<file path="src/rtl/logs_voice_sched.sv">
// Voice scheduler feeding the PWM mixer's audio inputs.
// Note requests (half-period, duration) arrive over valid/ready and are put into
// the lowest-index idle slot. Each active slot drives a square wave on its audio
// line until its duration, counted in prescaled ticks, runs out.
// Optional feature macro: LOGS_VOICE_STEAL_EN. When it is defined and every slot
// is busy, a request takes over the slot with the fewest ticks left. When it is
// undefined, a full scheduler applies backpressure.
module logs_voice_sched #(
  parameter int unsigned N        = 4,
  parameter int unsigned PW       = 8,
  parameter int unsigned DW       = 8,
  parameter int unsigned TICK_DIV = 256
) (
  input  logic          clk,
  input  logic          reset_n,
  input  logic          req_valid,
  output logic          req_ready,
  input  logic [PW-1:0] req_period,
  input  logic [DW-1:0] req_dur,
  input  logic          flush,
  output logic [N-1:0]  voice_active,
  output logic [N-1:0]  audio_lines,
  output logic          done_pulse
);

  localparam int unsigned CW = $clog2(TICK_DIV);
  localparam int unsigned IW = (N > 1) ? $clog2(N) : 1;

  logic [CW-1:0]         presc_q;
  logic                  tick;
  logic [N-1:0]          active_q, active_d;
  logic [N-1:0]          line_q, line_d;
  logic [N-1:0][PW-1:0]  period_q, period_d;
  logic [N-1:0][PW-1:0]  half_q, half_d;
  logic [N-1:0][DW-1:0]  dur_q, dur_d;
  logic                  done_q, done_d;
  logic [N-1:0]          expire;
  logic [N-1:0]          alloc_oh;
  logic [IW-1:0]         sel_idx;
  logic                  found;
  logic                  alloc;

  assign tick = (presc_q == CW'(TICK_DIV - 1));

  // Ready depends only on registered state, so a slot freed this cycle is not
  // offered until the next cycle.
`ifdef LOGS_VOICE_STEAL_EN
  assign req_ready = reset_n & ~flush;
`else
  assign req_ready = reset_n & ~flush & ~(&active_q);
`endif

  // A zero-length note completes the handshake but allocates nothing.
  assign alloc = req_valid & req_ready & (req_dur != '0);

  // Select the target slot: lowest idle index, or the steal victim when all are busy
  always_comb begin
    sel_idx = '0;
    found   = 1'b0;
    for (int i = 0; i < N; i++) begin
      if (!active_q[i] && !found) begin
        sel_idx = IW'(i);
        found   = 1'b1;
      end
    end
`ifdef LOGS_VOICE_STEAL_EN
    if (!found) begin
      logic [DW-1:0] min_dur;
      min_dur = dur_q[0];
      sel_idx = '0;
      // Strict compare keeps ties on the lowest index.
      for (int i = 1; i < N; i++) begin
        if (dur_q[i] < min_dur) begin
          min_dur = dur_q[i];
          sel_idx = IW'(i);
        end
      end
    end
`endif
    for (int i = 0; i < N; i++) begin
      alloc_oh[i] = alloc && (sel_idx == IW'(i));
    end
  end

  // Per-slot next state: flush beats allocation, which beats wave/duration updates
  always_comb begin
    active_d = active_q;
    line_d   = line_q;
    period_d = period_q;
    half_d   = half_q;
    dur_d    = dur_q;
    expire   = '0;
    for (int i = 0; i < N; i++) begin
      if (flush) begin
        active_d[i] = 1'b0;
        line_d[i]   = 1'b0;
        period_d[i] = '0;
        half_d[i]   = '0;
        dur_d[i]    = '0;
      end else if (alloc_oh[i]) begin
        // A freshly loaded slot ignores a coincident tick.
        active_d[i] = 1'b1;
        line_d[i]   = 1'b0;
        period_d[i] = req_period;
        half_d[i]   = req_period;
        dur_d[i]    = req_dur;
      end else if (active_q[i]) begin
        if (tick && (dur_q[i] == DW'(1))) begin
          active_d[i] = 1'b0;
          line_d[i]   = 1'b0;
          expire[i]   = 1'b1;
        end else begin
          if (tick && (dur_q[i] != '0)) begin
            dur_d[i] = dur_q[i] - DW'(1);
          end
          if (period_q[i] == '0) begin
            line_d[i] = 1'b0;
          end else if (half_q[i] == PW'(1)) begin
            line_d[i] = ~line_q[i];
            half_d[i] = period_q[i];
          end else if (half_q[i] != '0) begin
            half_d[i] = half_q[i] - PW'(1);
          end
        end
      end
    end
    // Simultaneous expiries merge into one pulse; stolen slots never count.
    done_d = |expire;
  end

  // Free-running tick prescaler, untouched by flush
  always_ff @(posedge clk or negedge reset_n) begin
    if (!reset_n) begin
      presc_q <= '0;
    end else if (tick) begin
      presc_q <= '0;
    end else begin
      presc_q <= presc_q + CW'(1);
    end
  end

  // Slot state and done pulse registers
  always_ff @(posedge clk or negedge reset_n) begin
    if (!reset_n) begin
      active_q <= '0;
      line_q   <= '0;
      period_q <= '0;
      half_q   <= '0;
      dur_q    <= '0;
      done_q   <= 1'b0;
    end else begin
      active_q <= active_d;
      line_q   <= line_d;
      period_q <= period_d;
      half_q   <= half_d;
      dur_q    <= dur_d;
      done_q   <= done_d;
    end
  end

  assign voice_active = active_q;
  assign audio_lines  = line_q;
  assign done_pulse   = done_q;

endmodule
</file>
<file path="config.mk">
export PLATFORM = sky130hd
export DESIGN_NAME = logs_voice_sched
export DESIGN_NICKNAME = d
export VERILOG_FILES = /design/src/rtl/logs_voice_sched.sv
export SDC_FILE = /design/constraint.sdc
export NUM_CORES = 1
export LEC_CHECK = 0
export BUFFER_PORTS_ARGS = -buffer_cell sky130_fd_sc_hd__buf_2
export CAP_MARGIN = 10
export CORE_MARGIN = 8
export CORE_UTILIZATION = 50
export CTS_BUF_LIST = sky130_fd_sc_hd__clkbuf_4 sky130_fd_sc_hd__clkbuf_8
export DETAILED_ROUTE_END_ITERATION = 16
export GPL_TIMING_DRIVEN = 0
export PLACE_DENSITY = 0.72
export SKIP_CTS_REPAIR_TIMING = 1
export SLEW_MARGIN = 10
export SYNTH_ARGS = -nofsm -noshare
export SYNTH_HDL_FRONTEND = slang
export SYNTH_SLANG_ARGS = --single-unit
export TNS_END_PERCENT = 10
</file>
<file path="constraint.sdc">
create_clock -name clk -period 4.1 [get_ports clk]
set_input_delay 0.41 -clock clk [delete_from_list [all_inputs] [get_ports clk]]
set_output_delay 0.41 -clock clk [all_outputs]
set_load 0.05 [all_outputs]
</file>
Word-level counts from Yosys, hierarchy flattened
Index checks and enable logic that the tools add are counted.
{"block": "op_classes", "n_addsub": 9, "n_eq_ne": 20, "muxes": 119, "bitwise_logic": 10, "reduce_logical": 68}
{"operator": "8-bit 2-to-1 mux", "n": 57}
{"operator": "8-bit nonzero test", "n": 9}
{"operator": "8-bit by 1-bit equality test with 1-bit output, second input constant", "n": 8}
{"operator": "8-bit by 1-bit subtractor with 8-bit output, second input constant", "n": 8}
{"operator": "1-bit 2-to-1 mux", "n": 60}
{"operator": "8-bit zero test", "n": 4}
{"operator": "3-bit != test, second input constant", "n": 8}
{"operator": "3-bit nonzero test", "n": 8}
{"operator": "4-bit AND reduction", "n": 5}
{"operator": "5-bit nonzero test", "n": 4}
{"operator": "4-bit nonzero test", "n": 4}
{"operator": "1-bit logical AND", "n": 15}
{"operator": "3-bit AND reduction", "n": 4}
{"operator": "8-bit by 1-bit adder with 8-bit output, second input constant", "n": 1}
{"operator": "8-bit equality test, second input constant", "n": 1}
{"operator": "2-bit AND reduction", "n": 4}
{"operator": "2-bit nonzero test", "n": 4}
{"operator": "1-bit inverter", "n": 6}
{"operator": "1-bit zero test", "n": 5}
{"operator": "1-bit bitwise AND", "n": 4}
{"operator": "2-bit equality test, second input constant", "n": 2}
{"operator": "2-bit 2-to-1 mux", "n": 2}
{"operator": "4-bit OR reduction", "n": 1}
{"operator": "2-bit by 1-bit equality test with 1-bit output, second input constant", "n": 1}
{"operator": "2-bit zero test", "n": 1}
{"block": "totals", "reg_bits": 113, "inputBits": 20, "out_inout_bits": 10, "wordCells": 245}

Longest topological paths before layout
Gate-level depths: netlist of run 1.
{"block": "depth", "ltp_word": 14, "mapped_depth": 9, "mapped_depth_nobuf": 7}

Worst setup path after synthesis of run 1
OpenSTA, ideal clock, no wires.
{"block": "synth_path", "path_kind": "reg2reg", "from": "register active_q[3] (netlist: voice_active[3])", "to": "register half_q[24] (netlist name)", "setup_time_ns": 0.148, "arrival_time_ns": 2.272, "slack_ns": 1.680, "path_stages_with_launch": 8, "n_path_buf": 2, "synth_period_minus_slack_ns": 2.420, "cell_sequence": "dfrtp_1 -> clkbuf_1 -> nand4_1 -> and4_1 -> clkbuf_1 -> a31oi_1 -> and2_1 -> a2111oi_2"}
{"block": "synth_between", "elab_chain_cells": 8, "word_cells_on_any_way": 17}
{"element": "from (decl)", "line_no": "31", "rtl": "logic [N-1:0] active_q, active_d;"}
{"element": "from (signal assigned)", "line_no": "152", "rtl": "active_q <= active_d;"}
{"element": "4-bit AND reduction", "line_no": "50", "rtl": "assign req_ready = reset_n & ~flush & ~(&active_q);"}
{"element": "1-bit inverter", "line_no": "50"}
{"element": "1-bit bitwise AND", "line_no": "50"}
{"element": "1-bit bitwise AND (2 in series)", "line_no": "54", "rtl": "assign alloc = req_valid & req_ready & (req_dur != '0);"}
{"element": "1-bit logical AND", "line_no": "81", "rtl": "alloc_oh[i] = alloc && (sel_idx == IW'(i));"}
{"element": "3-bit != test (no line), or another cell as far along"}
{"element": "4-bit AND reduction (no line) / 8-bit 2-to-1 mux (equally long branches)"}
{"element": "to (signal assigned)", "line_no": "155", "rtl": "half_q <= half_d;"}
{"element": "to (decl)", "line_no": "34", "rtl": "logic [N-1:0][PW-1:0] half_q, half_d;"}
Several ways; a longest one is shown, not always the timed one.
A chain may end at the register's enable or synchronous reset.

Worst setup path in the final report of run 1
{"block": "layout_path", "from": "input port reset_n", "to": "register period_q[9] (netlist name)"}
{"block": "layout_between", "elab_chain_cells": 6}
{"element": "from (decl)", "line_no": "15", "rtl": "input logic reset_n,"}
{"element": "1-bit bitwise AND (2 in series)", "line_no": "50"}
{"element": "1-bit bitwise AND (2 in series)", "line_no": "54"}
{"element": "1-bit logical AND", "line_no": "81"}
{"element": "2-bit nonzero test (no line)"}
{"element": "to (signal assigned)", "line_no": "154", "rtl": "period_q <= period_d;"}
{"element": "to (decl)", "line_no": "33", "rtl": "logic [N-1:0][PW-1:0] period_q, period_d;"}
Every way passes these cells.

==> reports/results.ini, run 1 <==
[timing]
fin_crit_ns=3.51
finClkSkew_ns=0.00835
tightest_slew_ns=1.15
fin_setup_tns_ns=0
setup-violations-final=0
slew_headroom=0.227
rsz0062_at_grt=no
drv_slew=0
hold_viol_final=0
post-route-period-util=0.855
max_freq_ghz=0.285
holdWs_ns=0.272

[status]
status=complete, no violations

[yosys]
synth_edf_count=0
synth_seq_cells=113
syn_area_um2=7020
synth_top_family_by_area=simple AND/OR/NAND/NOR gates
synth_top_area_frac=0.403
syn_area_per_cell_um2=8.92
syn_inst=787
synthXorXnorAreaFrac=0.0499
synth_fa_ha_area_frac=0.0374
synth_commonest_cells=dfrtp_1 (113), nand2_1 (91), nor2_1 (70)
synth-main-ff-cell=dfrtp_1
synth-simple-area-share=0.231
yosysWarnings=0
ys_seq_area_frac=0.403
synth_most_common_cell=dfrtp_1
synth_compound_area_frac=0.204
syn_nets=828
muxShareOfSynthArea=0.0330
yosysTopAreaCell=dfrtp_1
synth_cell_type_count=69
synth_top_cells_by_area=dfrtp_1 (40%), nand2_1 (4.9%), ha_1 (3.7%), nor2_1 (3.7%), a211oi_1 (3.2%)
synthArstFlopShare=1.00

[cts]
path_clk_slew_ns=0.07
cts_sinks=113
cts_buffers=17
clk_latency_ns=0.46
cts_buffer_depth=2
h-tree-depth=4
cts_tree=done
cts_root_buf=clkbuf_8

[drt]
postRouteAntennaNets=0
via_count=6671
drt-wirelength-per-cell_um=20.5
viasPerCell=6.48
first_pass_iters=5
drtIter0Drc=596
totalWireLength_um=21100
drcViolationCount=0

[final_layout]
area_growth_pct=11.7
layout-drive-gt1-share=0.111
stdcell_count=1030
fin_nets=878
diodes=0
fin_util=0.569

[die]
core_um2=13800
rows=43
die_x_um=134
floorplan.initialDensity=0.510
ioPinCount=30
die_y_um=134
die_area_um2=18100

[global_route]
grt_max_degree=81
first_global_vias=6652
track_usage=0.242
grt_pass1_wl_um=34500
antenna_found_initial=0
grt.overflow.total=0

[worst_hold_path]
hold_path.class=input pin to register

[worst_setup_path]
criticalPathCategory=input pin to register
path_max_fanout=80
endpoint_kind=register
worstPathArrival_ns=3.88
cp-start-kind=input pin
crit_required_ns=4.48

[power_and_ir_drop]
ir_drop_mv=0.296
power.density_nw_per_um2=363
p_leak_uw=0.00331
finalPower_uw=2850

[place]
portBuffers=29
place_inst=997
dp_hpwl_um=15100
gp_congestion=0.911

[job]
maxCapViolCount=0

[metal layers]
metal | GRT usage | vias to the layer above | routed length, µm
met3 | 0.0605 | 45 | 1580
met1 | 0.320 | 3302 | 9190
li1 | - | 3037 | -
met4 | 0.0973 | 0 | 508
met2 | 0.370 | 287 | 9870
met5 | 0 | - | 0
[power breakdown]
| group | internal [µW] | switching [µW] |
|---|---|---|
| Clock | 614 | 478 |
| Combinational | 238 | 301 |
| Sequential | 1160 | 60.5 |
[per-stage QoR]
stage	worst slack (ns)	instance area [µm²]
floorplan	1.68	7020
global placement	-0.757	7390
detailed placement	0.768	7420
CTS	1.09	7830
global route	0.288	7840
finish	0.595	7840
[sequential cells by signal (all words and copies together) (netlist names)]
name	cells
audio_lines	4
half_q	32
done_pulse	1
dur_q	32
period_q	32
presc_q	8
voice_active	4
[path summary, 6_finish.rpt]
path                       slack [ns]  cells past startpoint             startpoint                      end
setup / recovery                 0.59                      8                reset_n  period_q[9]$_DFFE_PN0P_
hold / removal                   0.27                      3             req_dur[1]     dur_q[9]$_DFFE_PN0P_
setup reg to reg                 0.96                      8  dur_q[25]$_DFFE_PN0P_   half_q[28]$_DFFE_PN0P_
hold reg to reg                  0.52                      1   presc_q[4]$_DFF_PN0_     presc_q[4]$_DFF_PN0_
max in group asynchronous        2.96                      3                reset_n    dur_q[10]$_DFFE_PN0P_
min in group asynchronous        0.42                      2                reset_n    dur_q[22]$_DFFE_PN0P_
[area by class of cell]
type,count,area [µm²]
plain buffers,42,175
clock buffers,22,303
clock inverters,10,106
fillers,1300,5930
inverters,31,116
multi-input cells,601,3900
flip-flops and latches,113,2830
well taps,180,225
repair buffers,31,189
[cell families after synthesis]
kind of cell | after synthesis
and+or+nand+nor | 319
AOI/OAI and AO/OA | 199
DFF | 113
buffers and inverters | 73
xor gates and xnor gates | 40
muxes | 22
adders and majority gates | 21
[critical path, stage by stage]
cell and delay (ns):
dlygate4sd3_1 0.54, buf_6 0.33, buf_16 0.36, nand4_1 0.31
nor4_1 0.99, clkbuf_1 0.54, nand2_1 0.17, a21oi_1 0.15
[cells in the final DEF, fill, tap and decap left out, types with 4 or more instances in the layout]
cell type,Yosys,layout
and2_1,4,4
nand3_1,34,34
xnor2_1,23,23
a211o_1,9,9
or4_1,18,18
ha_1,21,21
nor4b_1,5,5
clkinv_2,0,6
a22o_1,7,7
inv_1,31,31
a311oi_1,5,5
xor2_1,17,17
o21ai_0,17,17
a21oi_1,41,41
nor4_1,18,18
buf_2,2,30
nor2_1,70,70
or3_1,8,8
a211oi_1,30,30
o31ai_1,15,15
o211ai_1,21,21
a31o_2,4,4
and3_1,8,8
mux2i_1,13,13
nand2b_1,4,4
clkbuf_8,0,22
a31oi_1,14,14
clkbuf_1,38,38
a32o_1,5,5
nor3_1,20,20
nand4_1,16,16
dfrtp_1,113,113
nand2_1,91,91
mux2_2,9,9
No activity file was read; power rests on OpenSTA's default activity.
==> run 2: changes to the inputs <==
--- a/config.mk
+++ b/config.mk
@@ -5,6 +5,7 @@
 export SDC_FILE = /design/constraint.sdc
 export NUM_CORES = 1
 export LEC_CHECK = 0
+export ABC_AREA = 1
 export BUFFER_PORTS_ARGS = -buffer_cell sky130_fd_sc_hd__buf_2
 export CAP_MARGIN = 10
 export CORE_MARGIN = 8
@@ -12,6 +13,7 @@
 export CTS_BUF_LIST = sky130_fd_sc_hd__clkbuf_4 sky130_fd_sc_hd__clkbuf_8
 export DETAILED_ROUTE_END_ITERATION = 16
 export GPL_TIMING_DRIVEN = 0
+export MAX_ROUTING_LAYER = met4
 export PLACE_DENSITY = 0.72
 export SKIP_CTS_REPAIR_TIMING = 1
 export SLEW_MARGIN = 10
==> run 2 against run 1 <==
- via count rose by 12%
- highest routed layer unchanged
- hold slack improved by 0.12 ns
- die area rose by 7.3%
- setup slack improved by 0.71 ns
- cell area rose by 8.5%
- final cell count rose by 34%
- register-to-register slack improved by 0.93 ns
- largest power group is now combinational logic
- largest cell class unchanged
==> reports/results.ini, run 2 <==
[status]
status=complete, no violations

[job]
maxCapViolCount=0

[drt]
wl_met2_um=9310
viasPerCell=5.42
totalWireLength_um=20800
wl_met3_um=1320
drcViolationCount=0
first_pass_iters=5
drtIter0Drc=742
postRouteAntennaNets=0
top_layer=met4
drt-wirelength-per-cell_um=15.1
wl_met1_um=9740
via_count=7483

[die]
rows=45
die_x_um=139
ioPinCount=30
die_y_um=139
core_um2=15000
floorplan.initialDensity=0.506
die_area_um2=19400

[worst_setup_path]
critical-path-max-stage-delay_ns=0.54
path_max_fanout=85
crit_chain=dlygate4sd3_1, buf_6, buf_16, inv_1, nor2_1, o21a_1, buf_2
worstPathArrival_ns=2.38
slowest_stage=dlygate4sd3_1
path_buf_inv=5
critPathTopFamily=buffers and inverters
criticalPathCategory=input pin to primary output
cp-start-kind=input pin
crit_required_ns=3.69
endpoint_kind=primary output

[power_and_ir_drop]
power.density_nw_per_um2=555
ir_drop_mv=0.276
p_leak_uw=0.00464

[timing]
setup-violations-final=0
slew_headroom=0.580
post-route-period-util=0.681
rsz0062_at_grt=no
drv_slew=0
finClkSkew_ns=0.0115
hold_viol_final=0
max_freq_ghz=0.358
fin_setup_tns_ns=0
fin_crit_ns=2.79
tightest_slew_ns=0.629
holdWs_ns=0.395

[global_route]
grt_max_degree=86
track_usage=0.230
first_global_vias=6961
grt_pass1_wl_um=35000
antenna_found_initial=0
grt.overflow.total=0

[worst_hold_path]
hold_path.class=input pin to async pin

[yosys]
syn_inst=1129
syn_area_per_cell_um2=6.74
synth_seq_cells=113
yosysTopAreaCell=dfrtp_1
syn_area_um2=7600
synth-main-ff-cell=dfrtp_1
synthArstFlopShare=1.00
synth_top_area_frac=0.372
synth_top_cells_by_area=dfrtp_1 (37%), nand2_1 (19%), nand3_1 (11%), nor2_1 (5.7%), inv_1 (5.6%)
yosysWarnings=0
synth_cell_type_count=35
synth_commonest_cells=nand2_1 (390), nand3_1 (164), nor2_1 (116)
synth_most_common_cell=nand2_1
syn_nets=1170
ys_seq_area_frac=0.372
synth_edf_count=0

[final_layout]
regArea_um2=2830
diodes=0
final_cell_mix=nand2_1 (390), nand3_1 (164), nor2_1 (116)
fin_nets=1220
reg.largest.list=dur_q (32), half_q (32), period_q (32)
multi_input_area_um2=4140
fin_util=0.566
n_fill_cell=1445
layout-drive-gt1-share=0.0923
final_common_cell=nand2_1
area_growth_pct=11.9

[cts]
cts_tree=done
cts_buffer_depth=2
path_clk_slew_ns=0.07
cts_root_buf=clkbuf_8
clk_latency_ns=0.46
h-tree-depth=4
cts_buffers=17
cts_sinks=113

[place]
gp_congestion=0.906
dp_hpwl_um=15300
portBuffers=29

-- run 2: cell count changes after synthesis, moves of 21 or more --
cell,delta
a211oi_1,-30
a21oi_1,-22
inv_1,+83
nand2_1,+299
nor2_1,+46
nand3_1,+130
o211ai_1,-21
clkbuf_1,-28
-- run 2: final timing paths --
check / start / to / slack, ns / depth (start not counted)
max reg2reg: presc_q[0]$_DFF_PN0_ / half_q[3]$_DFFE_PN0P_ / 1.89 / 9
min reg2reg: presc_q[0]$_DFF_PN0_ / presc_q[0]$_DFF_PN0_ / 0.49 / 1
max: reset_n / req_ready / 1.31 / 7
min: reset_n / dur_q[12]$_DFFE_PN0P_ / 0.39 / 2
min in group clk: req_dur[1] / dur_q[9]$_DFFE_PN0P_ / 0.40 / 5
max in group asynchronous: reset_n / half_q[31]$_DFFE_PN0P_ / 2.99 / 3
-- run 2: metrics by stage --
stage	total power (µW)	std cells	setup WS, ns	cell area (µm²)
2_1_floorplan	2990	1129	2.12	7600
3_3_place_gp	3360	1346	0.0600	7990
3_5_place_dp	3410	1347	1.42	8020
4_1_cts	4720	1379	1.85	8500
5_1_grt	5140	1380	1.10	8510
6_report	4720	1380	1.31	8510
-- run 2: worst register-to-register path: cells and delay by family, from the launching register on --
| kind | cells | cell delay, ns |
|---|---|---|
| buffers and inverters | 1 | 0.26 |
| adders and majority gates | 1 | 0.20 |
| DFF | 1 | 0.39 |
| and+or+nand+nor | 6 | 1.14 |
| AOI/OAI and AO/OA | 1 | 0.11 |
-- run 2: kinds of logic (layout without fill, tap and decap cells) --
family          count (synthesis)  count (layout)  share of synthesized area
flops                         113             113                      0.372
fa+ha+maj                      21              21                     0.0346
buf+inv                       151             214                     0.0834
compound gates                 92              92                     0.0698
simple gates                  726             726                      0.410
xor+xnor                       26              26                     0.0299
-- run 2: area by class of cell --
type / instances / share of cell area
inverter: 116 / 0.0512
sequential: 113 / 0.332
buffer: 35 / 0.0234
clock inverter: 12 / 0.0247
clock buffer: 20 / 0.0316
timing repair buffer: 31 / 0.0222
tap: 188 / 0.0276
multi-input combinational: 865 / 0.487
-- run 2: per-layer routing --
layer	GRT usage	up-vias
met2	0.340	250
met3	0.0479	33
met1	0.307	3481
met5	-	-
met4	0.0826	0
li1	-	3719
-- run 2: report_power, final --
| part | switching (µW) | total, µW | internal [µW] |
|---|---|---|---|
| Clock | 486 | 1300 | 817 |
| Sequential | 224 | 1550 | 1330 |
| Combinational | 1170 | 1870 | 700 |
| Total | 1880 | 4720 | 2850 |
